==> src/rtl/mem_ctrl_pkg.sv <==
// Shared constants for the memory controller slice.
//   ENABLE/DISABLE   : request and completion-pulse levels
//   READ/WRITE       : access direction on the core and RAM sides
//   BUSY/NOT_BUSY    : ownership flag levels
//   ADDR_RANGE/DATA_RANGE : core-side address and data widths
//   RAM_ADDR_W       : width of the byte address presented to the RAM
// clamp_len maps a raw 3-bit length field onto the lengths the controller serves.
package mem_ctrl_pkg;

   localparam logic ENABLE   = 1'b1;
   localparam logic DISABLE  = 1'b0;
   localparam logic READ     = 1'b0;
   localparam logic WRITE    = 1'b1;
   localparam logic BUSY     = 1'b1;
   localparam logic NOT_BUSY = 1'b0;

   localparam int ADDR_RANGE = 32;
   localparam int DATA_RANGE = 32;
   localparam int RAM_ADDR_W = 17;

   localparam logic [2:0] FETCH_LEN = 3'd4;

   // Lengths above a full word are served as a full word; 0..4 pass through.
   function automatic logic [2:0] clamp_len(input logic [2:0] len);
      logic [2:0] res;
      if (len > 3'd4) begin
         res = 3'd4;
      end else begin
         res = len;
      end
      return res;
   endfunction

endpackage

==> src/rtl/mem_ctrl.sv <==
// Byte-serial memory controller arbitrating an instruction-fetch port (IF)
// and a data-access port (MEM) onto a single 8-bit synchronous RAM.
// Ports:
//   clk_in, rst_in          : clock, active-low reset (async assert, sync release)
//   IF_E_in, IF_addr_in     : 4-byte fetch request and byte address
//   MEM_E_in, MEM_rw_in     : data request and direction (READ=0, WRITE=1)
//   MEM_addr_in, MEM_data_in, MEM_len_in : byte address, store data, length 1..4
//   ram_data_in             : RAM read byte, valid one cycle after its address
//   ram_addr_out, ram_rw_out, ram_data_out : RAM byte address, direction, write byte
//   busyIF_out, busyMEM_out : which port currently owns the controller
//   IF_dataE_out, MEM_dataE_out : one-cycle completion pulse per transaction
//   data_out                : assembled read word, zero outside a completion pulse
module mem_ctrl
   import mem_ctrl_pkg::*;
(
   input  logic                  clk_in,
   input  logic                  rst_in,
   input  logic                  IF_E_in,
   input  logic [ADDR_RANGE-1:0] IF_addr_in,
   input  logic                  MEM_E_in,
   input  logic                  MEM_rw_in,
   input  logic [ADDR_RANGE-1:0] MEM_addr_in,
   input  logic [DATA_RANGE-1:0] MEM_data_in,
   input  logic [2:0]            MEM_len_in,
   input  logic [7:0]            ram_data_in,
   output logic [RAM_ADDR_W-1:0] ram_addr_out,
   output logic                  ram_rw_out,
   output logic [7:0]            ram_data_out,
   output logic                  busyIF_out,
   output logic                  busyMEM_out,
   output logic                  IF_dataE_out,
   output logic                  MEM_dataE_out,
   output logic [DATA_RANGE-1:0] data_out
);

   typedef enum logic [1:0] {
      ST_IDLE     = 2'd0,
      ST_BUSY_IF  = 2'd1,
      ST_BUSY_MEM = 2'd2,
      ST_DONE     = 2'd3
   } state_t;

   localparam logic OWN_IF  = 1'b0;
   localparam logic OWN_MEM = 1'b1;

   logic [1:0]            rst_sync_r;
   logic                  rst_n_s;

   state_t                state_r,     state_nxt_s;
   logic                  owner_r,     owner_nxt_s;
   // cnt_r holds the number of edges elapsed since acceptance while busy
   logic [2:0]            cnt_r,       cnt_nxt_s;
   logic [ADDR_RANGE-1:0] base_r,      base_nxt_s;
   logic [2:0]            len_r,       len_nxt_s;
   logic                  rw_r,        rw_nxt_s;
   logic [DATA_RANGE-1:0] wdata_r,     wdata_nxt_s;
   logic [DATA_RANGE-1:0] asm_r,       asm_nxt_s;
   logic [RAM_ADDR_W-1:0] ram_addr_r,  ram_addr_nxt_s;
   logic                  ram_rw_r,    ram_rw_nxt_s;
   logic [7:0]            ram_wdata_r, ram_wdata_nxt_s;
   logic                  busy_if_r,   busy_if_nxt_s;
   logic                  busy_mem_r,  busy_mem_nxt_s;
   logic                  if_de_r,     if_de_nxt_s;
   logic                  mem_de_r,    mem_de_nxt_s;
   logic [DATA_RANGE-1:0] data_r,      data_nxt_s;

   logic                  mem_req_s;

   // Reset synchronizer: asserts immediately, releases on the second clock edge.
   always_ff @(posedge clk_in or negedge rst_in) begin
      if (!rst_in) begin
         rst_sync_r <= 2'b00;
      end else begin
         rst_sync_r <= {rst_sync_r[0], 1'b1};
      end
   end

   assign rst_n_s = rst_sync_r[1];

   // A zero-length data request is not a request, so IF may win in that case.
   assign mem_req_s = (MEM_E_in == ENABLE) && (MEM_len_in != 3'd0);

   // Next-state, datapath and registered-output computation.
   always_comb begin
      state_nxt_s     = state_r;
      owner_nxt_s     = owner_r;
      cnt_nxt_s       = cnt_r;
      base_nxt_s      = base_r;
      len_nxt_s       = len_r;
      rw_nxt_s        = rw_r;
      wdata_nxt_s     = wdata_r;
      asm_nxt_s       = asm_r;
      ram_addr_nxt_s  = ram_addr_r;
      ram_rw_nxt_s    = READ;
      ram_wdata_nxt_s = ram_wdata_r;
      if_de_nxt_s     = DISABLE;
      mem_de_nxt_s    = DISABLE;
      data_nxt_s      = 32'h0000_0000;

      case (state_r)
         ST_IDLE: begin
            if (mem_req_s) begin
               state_nxt_s     = ST_BUSY_MEM;
               owner_nxt_s     = OWN_MEM;
               base_nxt_s      = MEM_addr_in;
               len_nxt_s       = clamp_len(MEM_len_in);
               rw_nxt_s        = MEM_rw_in;
               wdata_nxt_s     = MEM_data_in;
               cnt_nxt_s       = 3'd1;
               asm_nxt_s       = 32'h0000_0000;
               ram_addr_nxt_s  = MEM_addr_in[RAM_ADDR_W-1:0];
               ram_rw_nxt_s    = MEM_rw_in;
               ram_wdata_nxt_s = MEM_data_in[7:0];
            end else if (IF_E_in == ENABLE) begin
               state_nxt_s     = ST_BUSY_IF;
               owner_nxt_s     = OWN_IF;
               base_nxt_s      = IF_addr_in;
               len_nxt_s       = FETCH_LEN;
               rw_nxt_s        = READ;
               wdata_nxt_s     = 32'h0000_0000;
               cnt_nxt_s       = 3'd1;
               asm_nxt_s       = 32'h0000_0000;
               ram_addr_nxt_s  = IF_addr_in[RAM_ADDR_W-1:0];
            end else begin
               state_nxt_s     = ST_IDLE;
            end
         end

         ST_BUSY_IF, ST_BUSY_MEM: begin
            if (rw_r == WRITE) begin
               if (cnt_r < len_r) begin
                  // Byte address wraps at 32 bits before truncation to the RAM width.
                  ram_addr_nxt_s  = RAM_ADDR_W'(base_r + {29'd0, cnt_r});
                  ram_rw_nxt_s    = WRITE;
                  ram_wdata_nxt_s = 8'(wdata_r >> {cnt_r, 3'b000});
                  cnt_nxt_s       = cnt_r + 3'd1;
               end else begin
                  state_nxt_s = ST_DONE;
                  if (owner_r == OWN_MEM) begin
                     mem_de_nxt_s = ENABLE;
                  end else begin
                     if_de_nxt_s  = ENABLE;
                  end
               end
            end else begin
               if (cnt_r < len_r) begin
                  ram_addr_nxt_s = RAM_ADDR_W'(base_r + {29'd0, cnt_r});
               end else begin
                  ram_addr_nxt_s = ram_addr_r;
               end
               // The byte addressed k cycles ago arrives two edges after it was driven.
               if (cnt_r >= 3'd2) begin
                  asm_nxt_s = asm_r | ({24'd0, ram_data_in} << {cnt_r - 3'd2, 3'b000});
               end else begin
                  asm_nxt_s = asm_r;
               end
               if (cnt_r == (len_r + 3'd1)) begin
                  state_nxt_s = ST_DONE;
                  data_nxt_s  = asm_nxt_s;
                  if (owner_r == OWN_MEM) begin
                     mem_de_nxt_s = ENABLE;
                  end else begin
                     if_de_nxt_s  = ENABLE;
                  end
               end else begin
                  cnt_nxt_s = cnt_r + 3'd1;
               end
            end
         end

         ST_DONE: begin
            // Requests seen here belong to the finishing transaction and are ignored.
            state_nxt_s = ST_IDLE;
            cnt_nxt_s   = 3'd0;
         end

         default: begin
            state_nxt_s = ST_IDLE;
            cnt_nxt_s   = 3'd0;
         end
      endcase

      if ((state_nxt_s == ST_BUSY_IF) ||
          ((state_nxt_s == ST_DONE) && (owner_nxt_s == OWN_IF))) begin
         busy_if_nxt_s = BUSY;
      end else begin
         busy_if_nxt_s = NOT_BUSY;
      end

      if ((state_nxt_s == ST_BUSY_MEM) ||
          ((state_nxt_s == ST_DONE) && (owner_nxt_s == OWN_MEM))) begin
         busy_mem_nxt_s = BUSY;
      end else begin
         busy_mem_nxt_s = NOT_BUSY;
      end
   end

   // State, datapath and output registers.
   always_ff @(posedge clk_in or negedge rst_n_s) begin
      if (!rst_n_s) begin
         state_r     <= ST_IDLE;
         owner_r     <= OWN_IF;
         cnt_r       <= 3'd0;
         base_r      <= 32'h0000_0000;
         len_r       <= 3'd0;
         rw_r        <= READ;
         wdata_r     <= 32'h0000_0000;
         asm_r       <= 32'h0000_0000;
         ram_addr_r  <= 17'h0_0000;
         ram_rw_r    <= READ;
         ram_wdata_r <= 8'h00;
         busy_if_r   <= NOT_BUSY;
         busy_mem_r  <= NOT_BUSY;
         if_de_r     <= DISABLE;
         mem_de_r    <= DISABLE;
         data_r      <= 32'h0000_0000;
      end else begin
         state_r     <= state_nxt_s;
         owner_r     <= owner_nxt_s;
         cnt_r       <= cnt_nxt_s;
         base_r      <= base_nxt_s;
         len_r       <= len_nxt_s;
         rw_r        <= rw_nxt_s;
         wdata_r     <= wdata_nxt_s;
         asm_r       <= asm_nxt_s;
         ram_addr_r  <= ram_addr_nxt_s;
         ram_rw_r    <= ram_rw_nxt_s;
         ram_wdata_r <= ram_wdata_nxt_s;
         busy_if_r   <= busy_if_nxt_s;
         busy_mem_r  <= busy_mem_nxt_s;
         if_de_r     <= if_de_nxt_s;
         mem_de_r    <= mem_de_nxt_s;
         data_r      <= data_nxt_s;
      end
   end

   assign ram_addr_out  = ram_addr_r;
   assign ram_rw_out    = ram_rw_r;
   assign ram_data_out  = ram_wdata_r;
   assign busyIF_out    = busy_if_r;
   assign busyMEM_out   = busy_mem_r;
   assign IF_dataE_out  = if_de_r;
   assign MEM_dataE_out = mem_de_r;
   assign data_out      = data_r;

endmodule

==> config.mk <==
export PLATFORM = sky130hd
export DESIGN_NAME = mem_ctrl
export DESIGN_NICKNAME = d
export VERILOG_FILES = /design/src/rtl/mem_ctrl_pkg.sv /design/src/rtl/mem_ctrl.sv
export SDC_FILE = /design/constraint.sdc
export NUM_CORES = 1
export LEC_CHECK = 0
export ABC_AREA = 1
export CAP_MARGIN = 20
export CELL_PAD_IN_SITES_DETAIL_PLACEMENT = 0
export CELL_PAD_IN_SITES_GLOBAL_PLACEMENT = 1
export CORE_MARGIN = 1
export CORE_UTILIZATION = 50
export DETAILED_ROUTE_END_ITERATION = 16
export DONT_BUFFER_PORTS = 1
export PLACE_DENSITY_LB_ADDON = 0.1
export SYNTH_ARGS = -nofsm -noshare
export SYNTH_HDL_FRONTEND = slang
export SYNTH_SLANG_ARGS = --single-unit
==> constraint.sdc <==
create_clock -name clk_in -period 9 [get_ports clk_in]
set_input_delay 0.9 -clock clk_in [delete_from_list [all_inputs] [get_ports clk_in]]
set_output_delay 0.9 -clock clk_in [all_outputs]
set_load 0.02 [all_outputs]
==> flow_summary.json <==
{
  "status": "complete, no violations",
  "ios": 174,
  "layout-drive-gt1-share": 0.0813,
  "ir_worst_vdd_v": 0.000206,
  "cts_resized": 0,
  "total_power_w": 0.00300,
  "final_common_cell": "nand2_1",
  "power_frac_comb": 0.377,
  "cts_tree": "built",
  "syn-num-nets": 1016,
  "start_util": 0.511,
  "post-place-ws_ns": 5.22,
  "placement_rows": 44,
  "leakage_nw": 3.84,
  "yosys.area_share.simple": 0.234,
  "worstPathMaxFanout": 29,
  "yosysTopAreaCell": "dfrtp_1",
  "netlist_instances": 892,
  "switching_share": 0.449,
  "dieHeight_um": 124,
  "max_freq_mhz": 265,
  "p_int_w": 0.00165,
  "track_usage": 0.241,
  "syn_to_final_growth_pct": 8.25,
  "min_period_ns": 3.78,
  "mostFrequentLayoutCells": "nand2_1, dfrtp_1, o21ai_0, nor2_1, inv_1",
  "final_antenna_net_count": 0,
  "antenna_found_initial": 0,
  "avgRoutedWirePerCell_um": 16.6,
  "worst_pin_slew_ns": 0.998,
  "placement.io_buffers": 0,
  "place.gp.congestion": 0.855,
  "synthTopCellsByArea": "dfrtp_1, nand2_1, o21ai_0, nor2_1, inv_1",
  "clk_latency_ns": 0.43,
  "p_clk_frac": 0.243,
  "timing.setup.tns_ns": 0,
  "core_area_mm2": 0.0145,
  "ys_seq_area_frac": 0.524,
  "die_area_mm2": 0.0153,
  "grt_setup_unrepaired": "no",
  "num_vias": 5732,
  "finalSetupViolCount": 0,
  "fin_ws_ns": 5.22,
  "synth_top_flop_cell": "dfrtp_1",
  "synth_edf_count": 0,
  "fin_nets": 997,
  "cts_buffer_depth": 2,
  "hold_viol_final": 0,
  "diodes": 0,
  "synth_fa_ha_area_frac": 0.0213,
  "cts_sinks": 155,
  "cp-start-kind": "flip-flop",
  "synth_seq_cells": 155,
  "worstPathRequired_ns": 9.31,
  "p_sw_w": 0.00134,
  "finalCritPeriodShare": 0.420,
  "cp.arrival_ns": 4.09,
  "dp.final_hpwl_um": 12000,
  "drt_first_pass_iters": 5,
  "grt_max_degree": 88,
  "drc": 0,
  "async_flop_share": 1.00,
  "endpoint_kind": "flip-flop",
  "grt_pass1_wl_um": 27800,
  "hold_buffers": 0,
  "postCtsSetupBuffers": 0,
  "hp-class": "in -> async",
  "slew_viol_final": 0,
  "p_per_area_mw_per_mm2": 374,
  "post-route-util": 0.553,
  "yosysWarnings": 0,
  "cts-htree-levels": 4,
  "relSlewSlack": 0.332,
  "synth-compound-area-share": 0.143,
  "synth-xor-area-share": 0.00355,
  "drt-total-wl_um": 17700,
  "syn_avg_cell_area_um2": 8.29,
  "criticalPathCategory": "reg -> reg",
  "cap_violations": 0,
  "drtIter0Drc": 451,
  "root_buffer": "clkbuf_16",
  "routed_via_density": 5.36,
  "synth.mux.area_fraction": 0,
  "synth_top_area_frac": 0.524,
  "skew_ns": 0.00920,
  "clk_pin_slew_ns": 0.07,
  "synth_top_family_by_area": "simple AND/OR/NAND/NOR gates",
  "whs_ns": 0.165,
  "mappedNetlistArea_mm2": 0.00740,
  "cts_buffers": 17,
  "pwr-share-seq": 0.379,
  "die_w_um": 124,
  "grt_pass1_vias": 5375,
  "synth.distinct_cells": 41,
  "grt_overflow": 0
}
-- worst max-delay path, cell delays in order (launching register included) --
cell and delay, ns:
dfrtp_1 0.97, inv_1 0.66, ha_1 0.41, nand3b_1 0.18, nand2_1 0.14, o21ai_2 0.09, nand2_1 0.61, inv_2 0.32
nand3_1 0.21, nand2_1 0.06
-- stage by stage --
stage,cell area (µm²),cells
finish,8010,1070
global route,8010,1070
CTS,7980,1069
detailed placement,7380,1037
global placement,7380,1037
floorplan,7400,892
-- per-layer routing --
layer	up-vias	GRT usage	wire length, µm
met3	27	0.0632	1030
met2	143	0.360	8180
met5	-	0	0
met4	0	0.0889	298
li1	2844	-	-
met1	2718	0.337	8230
-- synthesized netlist by cell type (5+ instances only) --
cell type  instances
nand2_1          255
nand3_1           42
buf_2             17
dfrtp_1          155
nand4_1            5
o211ai_1           6
o21ai_2           11
clkbuf_1           7
inv_2              9
inv_1             62
a21oi_1           28
ha_1              11
a22o_1             8
o21ai_0          104
buf_6             11
o21ai_1           27
nor2_1            98
-- power by group through the flow --
stage	logic [W]	clock network (W)	registers (W)
2_1_floorplan	0.000980	0	0.00109
3_3_place_gp	0.00111	0	0.00114
3_5_place_dp	0.00113	0	0.00115
4_1_cts	0.00114	0.000747	0.00114
5_1_grt	0.00129	0.000780	0.00116
6_report	0.00113	0.000729	0.00114
-- flip-flops by register name, summed over array words and instances (netlist names), 2 cells and up --
register      cells
len_r             3
wdata_r          32
asm_r            32
cnt_r             3
ram_data_out      8
rst_sync_r        2
state_r           2
ram_addr_out     17
data_out         32
base_r           17
-- layout make-up --
type | instances | area [µm²]
fill | 1348 | 6470
sequential | 155 | 3880
multi-input combinational | 624 | 2980
clock buffer | 17 | 425
inverter | 72 | 275
tap | 184 | 230
clock inverter | 15 | 178
timing repair buffer | 3 | 42.5
-- cell families after synthesis --
group | after synthesis
DFF | 155
and+or+nand+nor | 417
AOI/OAI and AO/OA | 191
xor gates and xnor gates | 3
other | 1
buffers and inverters | 113
adders and majority gates | 12
-- final timing paths --
check	startpoint	to	slack (ns)	cells after the start
worst max-delay path	cnt_r[0]$_DFFE_PN0P_	ram_addr_out[14]$_DFFE_PN0P_	5.22	9
worst max register to register	cnt_r[0]$_DFFE_PN0P_	ram_addr_out[14]$_DFFE_PN0P_	5.22	9
max in group asynchronous	rst_sync_r[1]$_DFF_PN0_	asm_r[14]$_DFFE_PN0P_	7.31	2
worst min-delay path	rst_in	rst_sync_r[0]$_DFF_PN0_	0.17	0
worst min register to register	rst_sync_r[0]$_DFF_PN0_	rst_sync_r[1]$_DFF_PN0_	0.35	0
min in group clk_in	rst_sync_r[0]$_DFF_PN0_	rst_sync_r[1]$_DFF_PN0_	0.35	0
Power figures use the tool's default switching activity.
